### config.mk
export PLATFORM = sky130hd
export DESIGN_NAME = hazard_ctrl
export DESIGN_NICKNAME = d
export VERILOG_FILES = /design/src/rtl/hazard_pkg.sv /design/src/rtl/hazard_ctrl_md_sequencer.sv /design/src/rtl/hazard_ctrl.sv
export SDC_FILE = /design/constraint.sdc
export NUM_CORES = 1
export LEC_CHECK = 0
export ABC_AREA = 1
export ABC_CLOCK_PERIOD_IN_PS = 1900
export BUFFER_PORTS_ARGS = -buffer_cell sky130_fd_sc_hd__buf_2
export CORE_MARGIN = 8
export CORE_UTILIZATION = 45
export DETAILED_ROUTE_END_ITERATION = 10
export GPL_ROUTABILITY_DRIVEN = 0
export MAX_ROUTING_LAYER = met4
export PLACE_DENSITY = 0.72
export SLEW_MARGIN = 30
export SYNTH_ARGS = -nofsm -noshare
export SYNTH_HDL_FRONTEND = slang
export SYNTH_SLANG_ARGS = --single-unit
### constraint.sdc
create_clock -name clk -period 1.9 [get_ports clk]
set_input_delay 0.38 -clock clk [delete_from_list [all_inputs] [get_ports clk]]
set_output_delay 0.38 -clock clk [all_outputs]
set_load 0.02 [all_outputs]
### src/rtl/hazard_pkg.sv
// ============================================================================
// hazard_pkg : shared forwarding encodings and MUL/DIV FSM states
// Revision   : 1.0
// ============================================================================
`default_nettype none

package hazard_pkg;

  localparam int RA_W_DEF = 5;

  localparam logic [1:0] FWD_NONE = 2'b00;
  localparam logic [1:0] FWD_WB   = 2'b01;
  localparam logic [1:0] FWD_MEM  = 2'b10;

  typedef enum logic [1:0] {
    MD_IDLE = 2'd0,
    MD_BUSY = 2'd1,
    MD_DONE = 2'd2
  } md_state_e;

  // MEM wins over WB: it holds the younger value of the same register.
  function automatic logic [1:0] fwd_sel(input logic hit_mem, input logic hit_wb);
    if (hit_mem)     return FWD_MEM;
    else if (hit_wb) return FWD_WB;
    else             return FWD_NONE;
  endfunction

endpackage

`default_nettype wire

### src/rtl/hazard_ctrl_md_sequencer.sv
// ============================================================================
// md_sequencer : fixed-latency MUL/DIV occupancy FSM for the EX stage
// Revision     : 1.0
// ============================================================================
`default_nettype none

module md_sequencer
  import hazard_pkg::*;
#(
  parameter int MD_LAT = 4
) (
  input  logic clk,
  input  logic rst_n,
  input  logic md_start_i,
  output logic md_stall_o,
  output logic md_busy_o,
  output logic md_done_o
);

  md_state_e  state_q;
  logic [7:0] cnt_q;
  logic       busy_q;
  logic       done_q;

  always_ff @(posedge clk or negedge rst_n) begin
    if (!rst_n) begin
      state_q <= MD_IDLE;
      cnt_q   <= 8'd0;
      busy_q  <= 1'b0;
      done_q  <= 1'b0;
    end else begin
      case (state_q)
        MD_IDLE: begin
          if (md_start_i) begin
            cnt_q  <= 8'(MD_LAT - 2);
            busy_q <= 1'b1;
            if (MD_LAT == 2) begin
              state_q <= MD_DONE;
              done_q  <= 1'b1;
            end else begin
              state_q <= MD_BUSY;
            end
          end
        end
        MD_BUSY: begin
          if (cnt_q == 8'd1) begin
            state_q <= MD_DONE;
            done_q  <= 1'b1;
          end else begin
            cnt_q <= cnt_q - 8'd1;
          end
        end
        MD_DONE: begin
          state_q <= MD_IDLE;
          busy_q  <= 1'b0;
          done_q  <= 1'b0;
        end
        default: begin
          state_q <= MD_IDLE;
          busy_q  <= 1'b0;
          done_q  <= 1'b0;
        end
      endcase
    end
  end

  // The last E cycle (DONE) lets the op advance, so it is not stalled.
  assign md_stall_o = md_start_i && (state_q != MD_DONE);
  assign md_busy_o  = busy_q;
  assign md_done_o  = done_q;

endmodule

`default_nettype wire

### src/rtl/hazard_ctrl.sv
// ============================================================================
// hazard_ctrl : stall/flush/forwarding control for the 5-stage RISC-V pipe
// Revision    : 1.0
// ============================================================================
`default_nettype none

module hazard_ctrl
  import hazard_pkg::*;
#(
  parameter int MD_LAT = 4,
  parameter int RA_W   = RA_W_DEF,
  parameter int CNT_W  = 32
) (
  input  logic             clk,
  input  logic             rst_n,
  input  logic [RA_W-1:0]  ra1D,
  input  logic [RA_W-1:0]  ra2D,
  input  logic [RA_W-1:0]  ra1E,
  input  logic [RA_W-1:0]  ra2E,
  input  logic [RA_W-1:0]  rdE,
  input  logic [RA_W-1:0]  rdM,
  input  logic [RA_W-1:0]  rdW,
  input  logic             reg_writeE,
  input  logic             reg_writeM,
  input  logic             reg_writeW,
  input  logic             mem_to_regE,
  input  logic             branch_takenE,
  input  logic             md_startE,
  output logic             stallF,
  output logic             stallD,
  output logic             stallE,
  output logic             flushD,
  output logic             flushE,
  output logic             flushM,
  output logic [1:0]       forward1E,
  output logic [1:0]       forward2E,
  output logic             md_busy,
  output logic             md_done,
  output logic [CNT_W-1:0] stall_cnt,
  output logic [CNT_W-1:0] flush_cnt
);

  logic md_stall;
  logic lu;
  logic stall_f, stall_d, stall_e;
  logic flush_d, flush_e, flush_m;
  logic branch_flush;
  logic unused_reg_write_e;

  logic [CNT_W-1:0] stall_cnt_q;
  logic [CNT_W-1:0] flush_cnt_q;

  assign unused_reg_write_e = reg_writeE;

  md_sequencer #(
    .MD_LAT (MD_LAT)
  ) u_md_seq (
    .clk        (clk),
    .rst_n      (rst_n),
    .md_start_i (md_startE),
    .md_stall_o (md_stall),
    .md_busy_o  (md_busy),
    .md_done_o  (md_done)
  );

  assign forward1E = fwd_sel(reg_writeM && (rdM == ra1E) && (ra1E != '0),
                             reg_writeW && (rdW == ra1E) && (ra1E != '0));
  assign forward2E = fwd_sel(reg_writeM && (rdM == ra2E) && (ra2E != '0),
                             reg_writeW && (rdW == ra2E) && (ra2E != '0));

  assign lu = mem_to_regE && (rdE != '0) && ((rdE == ra1D) || (rdE == ra2D));

  always_comb begin
    stall_f = 1'b0;
    stall_d = 1'b0;
    stall_e = 1'b0;
    flush_d = 1'b0;
    flush_e = 1'b0;
    flush_m = 1'b0;
    if (md_stall) begin
      stall_f = 1'b1;
      stall_d = 1'b1;
      stall_e = 1'b1;
      flush_m = 1'b1;
    end else if (branch_takenE) begin
      flush_d = 1'b1;
      flush_e = 1'b1;
    end else if (lu) begin
      stall_f = 1'b1;
      stall_d = 1'b1;
      flush_e = 1'b1;
    end
  end

  // Controls are held inactive for the whole time reset is asserted.
  assign stallF = rst_n & stall_f;
  assign stallD = rst_n & stall_d;
  assign stallE = rst_n & stall_e;
  assign flushD = rst_n & flush_d;
  assign flushE = rst_n & flush_e;
  assign flushM = rst_n & flush_m;

  assign branch_flush = rst_n && !md_stall && branch_takenE;

  always_ff @(posedge clk or negedge rst_n) begin
    if (!rst_n) begin
      stall_cnt_q <= '0;
      flush_cnt_q <= '0;
    end else begin
      if (stallF && (stall_cnt_q != '1)) stall_cnt_q <= stall_cnt_q + CNT_W'(1);
      if (branch_flush && (flush_cnt_q != '1)) flush_cnt_q <= flush_cnt_q + CNT_W'(1);
    end
  end

  assign stall_cnt = stall_cnt_q;
  assign flush_cnt = flush_cnt_q;

endmodule

`default_nettype wire

# == After elaboration in Yosys (flattened, before gate mapping) ==
# Index checks and enable logic that the tools add are counted.
# word_totals
inputBits,43
romBits,0
memories,0
ram_bits,0
out_inout_bits,76
reg_bits,76
elab_cells,77
latch_bits,0
# op_classes
div,0
n_bitwise,6
n_mux,22
reduce_logical,26
multipliers,0
order_cmp,0
eq_ne,14
addsub,3
shift,0
# op_table
cell,n
"adder 32 x 1 -> 32 bit, second input constant",2
"!= test 32 bit, second input constant",2
== test 5 bit,6
two-way mux 8 bit,2
one-hot mux 8 bit (2 select lines),1
logical AND 1 bit,15
nonzero test 5 bit,3
two-way mux 1 bit,12
"== test 8 x 1 -> 1 bit, second input constant",1
two-way mux 2 bit,4
"subtractor 8 x 1 -> 8 bit, second input constant",1
"!= test 2 bit, second input constant",3
AND reduction 2 bit,3
AND 1 bit,4
one-hot mux 1 bit (2 select lines),2
one-hot mux 2 bit (2 select lines),1
AND reduction 3 bit,1
"== test 2 x 1 -> 1 bit, second input constant",1
zero test 2 bit,1
"!= test 2 x 1 -> 1 bit, second input constant",1
NOT 1 bit,2
nonzero test 2 bit,1
zero test 1 bit,1
logical OR 1 bit,1

# == Logic depth before layout (Yosys ltp) ==
# logic_depth
word_depth,8
ltp_mapped,12
depth_no_buf,11

# == Modules after synthesis ==
# From an unflattened synthesis, not the netlist that was laid out.
# unflattened
hier_cells,830
hier_area_um2,5570.3
# modules_own_cells
module,seq_area_each_um2,cells_per_inst,area_per_inst_um2,n_inst
hazard_ctrl,1601.5,740,4847.1,1
md_sequencer,300.3,90,723.2,1

# == Worst setup path after synthesis ==
# OpenSTA, ideal clock, no wires.
# synth_path
kind,register to output
startpoint,register u_md_seq.state_q[1]
endpoint,output port stallF
setup_slack_ns,-0.219
stages_incl_launch_ff,9
arrival_ns,1.739
n_path_buf,3
t_required_ns,1.520
cell_sequence,dfrtp_1 -> a21boi_0 -> inv_1 -> nor2_1 -> inv_1 -> nand2_1 -> buf_4 -> buf_2 -> buf_4
# synth_between
elab_chain_len,4
# synth_rtl
item,line_no,text
from (decl),hazard_ctrl_md_sequencer.sv:20,md_state_e state_q;
from (signal assigned),hazard_ctrl_md_sequencer.sv:27,state_q <= MD_IDLE;
from (signal assigned),hazard_ctrl_md_sequencer.sv:38,state_q <= MD_DONE;
from (signal assigned),hazard_ctrl_md_sequencer.sv:41,state_q <= MD_BUSY;
!= test 2 bit,hazard_ctrl_md_sequencer.sv:68,assign md_stall_o = md_start_i && (state_q != MD_DONE);
logical AND 1 bit,hazard_ctrl_md_sequencer.sv:68,
two-way mux 1 bit,--,
AND 1 bit,--,
to (decl),hazard_ctrl.sv:29,"output logic stallF,"
# Every way passes these cells.

# == Worst setup path in the final report ==
# layout_path
startpoint,register u_md_seq.state_q[0]
endpoint,output port flushD
# layout_between
elab_chain_len,4
# layout_rtl
item,line_no,text
!= test 2 bit,hazard_ctrl_md_sequencer.sv:68,
logical AND 1 bit,hazard_ctrl_md_sequencer.sv:68,
two-way mux 1 bit,hazard_ctrl.sv:80,if (md_stall) begin
AND 1 bit,hazard_ctrl.sv:99,assign flushD = rst_n & flush_d;
to (decl),hazard_ctrl.sv:32,"output logic flushD,"
# Every way passes these cells.

==> impl_summary.log <==
[metrics] outcome: finished clean
[metrics] critical path data arrival time: between 1000 and 1500 ps
[metrics] total standard cell area after synthesis: 5260 um2
[metrics] top cells by area in the synthesized netlist: sky130_fd_sc_hd__dfrtp_1 (36%), sky130_fd_sc_hd__nand2_1 (20%), sky130_fd_sc_hd__xor2_1 (7.3%)
[metrics] largest area contributor in the synthesized netlist: sky130_fd_sc_hd__dfrtp_1
[metrics] floorplan die width: 124.1 um
[metrics] CP dominant cell by count: sky130_fd_sc_hd__inv_1
[metrics] Avg Inst Size Synth: 6.744 um2
[metrics] post-layout power: 0.004691 W
[metrics] actual slew at the worst max-slew pin: 813.3 ps
[metrics] number of sinks on the clock net: 76
[metrics] number of placement rows: 39
[metrics] remaining design rule violation count: 0
[metrics] worst path cell trace: inv_1 > a21boi_1 > inv_1 > nand2_1 > nor2_1 > buf_2
[metrics] remaining global-route overflow: 0
[metrics] critical-path maximum fanout: 2
[metrics] share of the core filled with cells in the final layout: between 50% and 60%
[metrics] Num CTS Buffers: 9
[metrics] Async S/R FF share, synth: 100.0%
[metrics] via count: 5490
[metrics] CTS tree: built
[metrics] commonest cells in the synthesized netlist: sky130_fd_sc_hd__nand2_1 (285), sky130_fd_sc_hd__nor2_1 (102), sky130_fd_sc_hd__dfrtp_1 (76), sky130_fd_sc_hd__inv_1 (74), sky130_fd_sc_hd__nand3_1 (67)
[metrics] ratio of routed vias to standard cells: 5.023
[metrics] number of synthesized flops with an enable pin: 0
[metrics] Cell Pwr Density: 693.4 nW/um2
[metrics] I/O Buffers: 117
[metrics] fraction of layout instances using a drive strength above 1: a little over a fifth
[metrics] cell count after placement: 1067
[metrics] remaining antenna violation count: 0
[metrics] total die area: 15400 um2
[metrics] post-layout instance count excluding filler cells: 1093
[metrics] global-route usage over all layers: 20.66%
[metrics] number of library cell types mapped by synthesis: 35
[metrics] f_max: 0.5409 GHz
[metrics] vertical die dimension: 124.1 um
[metrics] nets: just under 1000
[metrics] Main synth FF type: sky130_fd_sc_hd__dfrtp_1
[metrics] insertion delay of the later-clocked pin in the worst-skew pair: between 300 and 400 ps
[metrics] synthesis-to-layout area growth: 28.62%
[metrics] clock share of power: 39.4%
[metrics] pin count of the biggest net entering global routing: 66
[metrics] relative slew slack: 45.78%
[metrics] internal power component: 0.003290 W
[metrics] post-detailed-routing wire length: 15070 um
[metrics] initial antenna violation count: 0
[metrics] path type of the worst setup path: reg2out
[metrics] largest buffer count on any clock path: 2
[metrics] proportion of total power due to net switching: 29.87%
[metrics] Final Hold Fails: 0
[metrics] number of DRC violations after detailed-routing iteration 0: 504
[metrics] sum of negative setup slack: 0 ps
[metrics] WL per Instance: between 10 and 15 um
[metrics] cell count after synthesis: 780
[metrics] H-tree Lvls: 3
[metrics] starting density of the core: 46.07%
[metrics] warning count from the yosys run: 0
[metrics] cell with the most instances after synthesis: sky130_fd_sc_hd__nand2_1
[metrics] classification of the worst-slack hold path: in2async
[metrics] wire length of the first global-routing pass: 24520 um
[metrics] count of maximum capacitance violations: 0
[metrics] CP Capture Type: primary output
[metrics] FF+latch count, synth: 76
[metrics] Finish-stage setup viols: 0
[metrics] portion of the clock cycle consumed by the worst path in the final layout: a little over nine tenths
[metrics] maximum VDD drop: 0.0006574 V
[metrics] logic depth of the worst register-to-register path: 10
[metrics] number of I/O pins: 119
[metrics] Inserted Diodes: 0
[metrics] drt first pass iters: 5
[metrics] Leakage: 3.547 nW
[metrics] total half-perimeter wirelength after legalization and detailed placement: 11530 um
[metrics] vias in the first global route: 5100
[metrics] sequential element share of the synthesized area: 36.16%
[metrics] unrepaired setup endpoints after global routing: yes
[metrics] slowest library cell on the worst path: sky130_fd_sc_hd__dfrtp_1
[metrics] largest stage delay on the critical path: 370 ps
[metrics] clock root buffer: sky130_fd_sc_hd__clkbuf_16
[metrics] Placeable Area: 11420 um2
[metrics] Post-Syn Nets: around 830
[metrics] portion of total power attributed to sequential cells: roughly 40%
[metrics] switching component of the power: 0.001401 W
[metrics] total count of max-transition violations in the final report: 0
[metrics] required arrival time at the worst endpoint: 1520 ps
[metrics] placed instance area: 6276 um2
[metrics] clock slew at the register clock pins of the worst setup and hold paths: roughly 60 ps
[metrics] share of Yosys cell area claimed by the top area cell type: between 30% and 40%
[metrics] setup skew after layout: approximately 4.2 ps
[metrics] relative contribution of combinational cells to total power: 20.6%
[metrics] fin crit period: roughly 1800 ps
[metrics] CP Launch Type: flop
[metrics] fin area: 6765 um2
[flip-flops by register name, summed over array words and instances, names as in the netlist]
register	cells
u_md_seq.md_done_o	1
flush_cnt	32
u_md_seq.md_busy_o	1
stall_cnt	32
u_md_seq.state_q	2
u_md_seq.cnt_q	8
[kinds of logic (layout without fill, tap and decap cells)]
family | count (synthesis) | in the layout | synth area share, %
XOR/XNOR | 65 | 65 | 10.82
AO/OA/AOI/OAI | 24 | 24 | 2.402
buffers and inverters | 92 | 262 | 7.540
AND/OR/NAND/NOR | 519 | 519 | 42.13
flip-flops | 76 | 76 | 36.16
adder cells (fa/ha/maj) | 4 | 4 | 0.9515
[metal layers]
| metal | vias up | track usage, % | share of wire [%] |
|---|---|---|---|
| met5 | - | - | 0 |
| met4 | 0 | 7.212 | 2.5 |
| met3 | 32 | 4.760 | 6.1 |
| met2 | 161 | 33.07 | 48 |
| met1 | 2516 | 25.13 | 43 |
| li1 | 2781 | - | - |
[cells in the final DEF, fill, tap and decap left out, types with 3 or more instances in the layout]
cell type	Yosys	routed
sky130_fd_sc_hd__nand2_1	285	283
sky130_fd_sc_hd__xor2_1	44	44
sky130_fd_sc_hd__o21ai_0	16	15
sky130_fd_sc_hd__inv_1	74	74
sky130_fd_sc_hd__buf_12	0	3
sky130_fd_sc_hd__dfrtp_1	76	76
sky130_fd_sc_hd__clkbuf_16	0	9
sky130_fd_sc_hd__nor3_1	27	25
sky130_fd_sc_hd__nand4_1	12	12
sky130_fd_sc_hd__buf_2	7	114
sky130_fd_sc_hd__nor2_2	2	4
sky130_fd_sc_hd__nand3b_1	9	9
sky130_fd_sc_hd__a21oi_1	3	3
sky130_fd_sc_hd__nor3_2	1	3
sky130_fd_sc_hd__nor2_1	102	100
sky130_fd_sc_hd__clkinv_2	0	3
sky130_fd_sc_hd__nand3_1	67	67
sky130_fd_sc_hd__buf_4	5	49
sky130_fd_sc_hd__buf_6	3	3
sky130_fd_sc_hd__xnor2_1	21	21
sky130_fd_sc_hd__ha_1	4	3
[final timing paths]
check | slack (ps) | end | from
min in group clk | 470 | u_md_seq.md_busy_o | md_startE
worst max-delay path | 50 | flushD | u_md_seq.state_q[0]
worst min register to register | 520 | u_md_seq.md_busy_o | u_md_seq.md_busy_o
worst max register to register | 140 | flush_cnt[14] | flush_cnt[0]
max in group asynchronous | 1090 | stall_cnt[8] | rst_n
worst min-delay path | 260 | flush_cnt[14] | rst_n
[power by group through the flow]
| stage | logic (W) | registers, W | clock network (W) |
|---|---|---|---|
| after floorplan | 0.000379 | 0.00205 | 0 |
| after global placement | 0.000907 | 0.00190 | 0 |
| after detailed placement | 0.000919 | 0.00191 | 0 |
| after CTS | 0.000949 | 0.00188 | 0.00187 |
| after global routing | 0.00107 | 0.00190 | 0.00195 |
| final | 0.000967 | 0.00188 | 0.00185 |
[metrics by stage]
stage | worst slack, ps | hold slack, ps
floorplan | -98.63 | 84.41
global placement | 84.68 | 366.1
detailed placement | 76.32 | 368.2
CTS | 33.57 | 306.3
global route | -42.35 | 361.7
finish | 51.12 | 260.9
[worst max-delay path: cells and delay by family (launching register included)]
kind	cells	cell delay (ps)
AOI/OAI and AO/OA	1	60
buffers and inverters	3	390
DFF	1	370
and+or+nand+nor	2	320
[cell type report]
| cell class | count | area [um2] |
|---|---|---|
| repair buffers | 171 | 1075 |
| clock buffers | 11 | 242.7 |
| well taps | 143 | 178.9 |
| flip-flops and latches | 76 | 1902 |
| fillers | 1105 | 4653 |
| clock inverters | 5 | 75.07 |
| inverters | 75 | 281.5 |
| multi-input cells | 612 | 3010 |
[repair_timing]
action | 4_1_cts | 5_1_grt
buffers inserted | 5 | 3
hold buffers | 1 | 0
pin swaps | 3 | 3
hold endpoints to repair | 1 | 0
resized for setup | 4 | 15
cloned | 1 | 0
setup endpoints to repair | 2 | 59
Note: power is estimated with default switching activity, not from simulation.
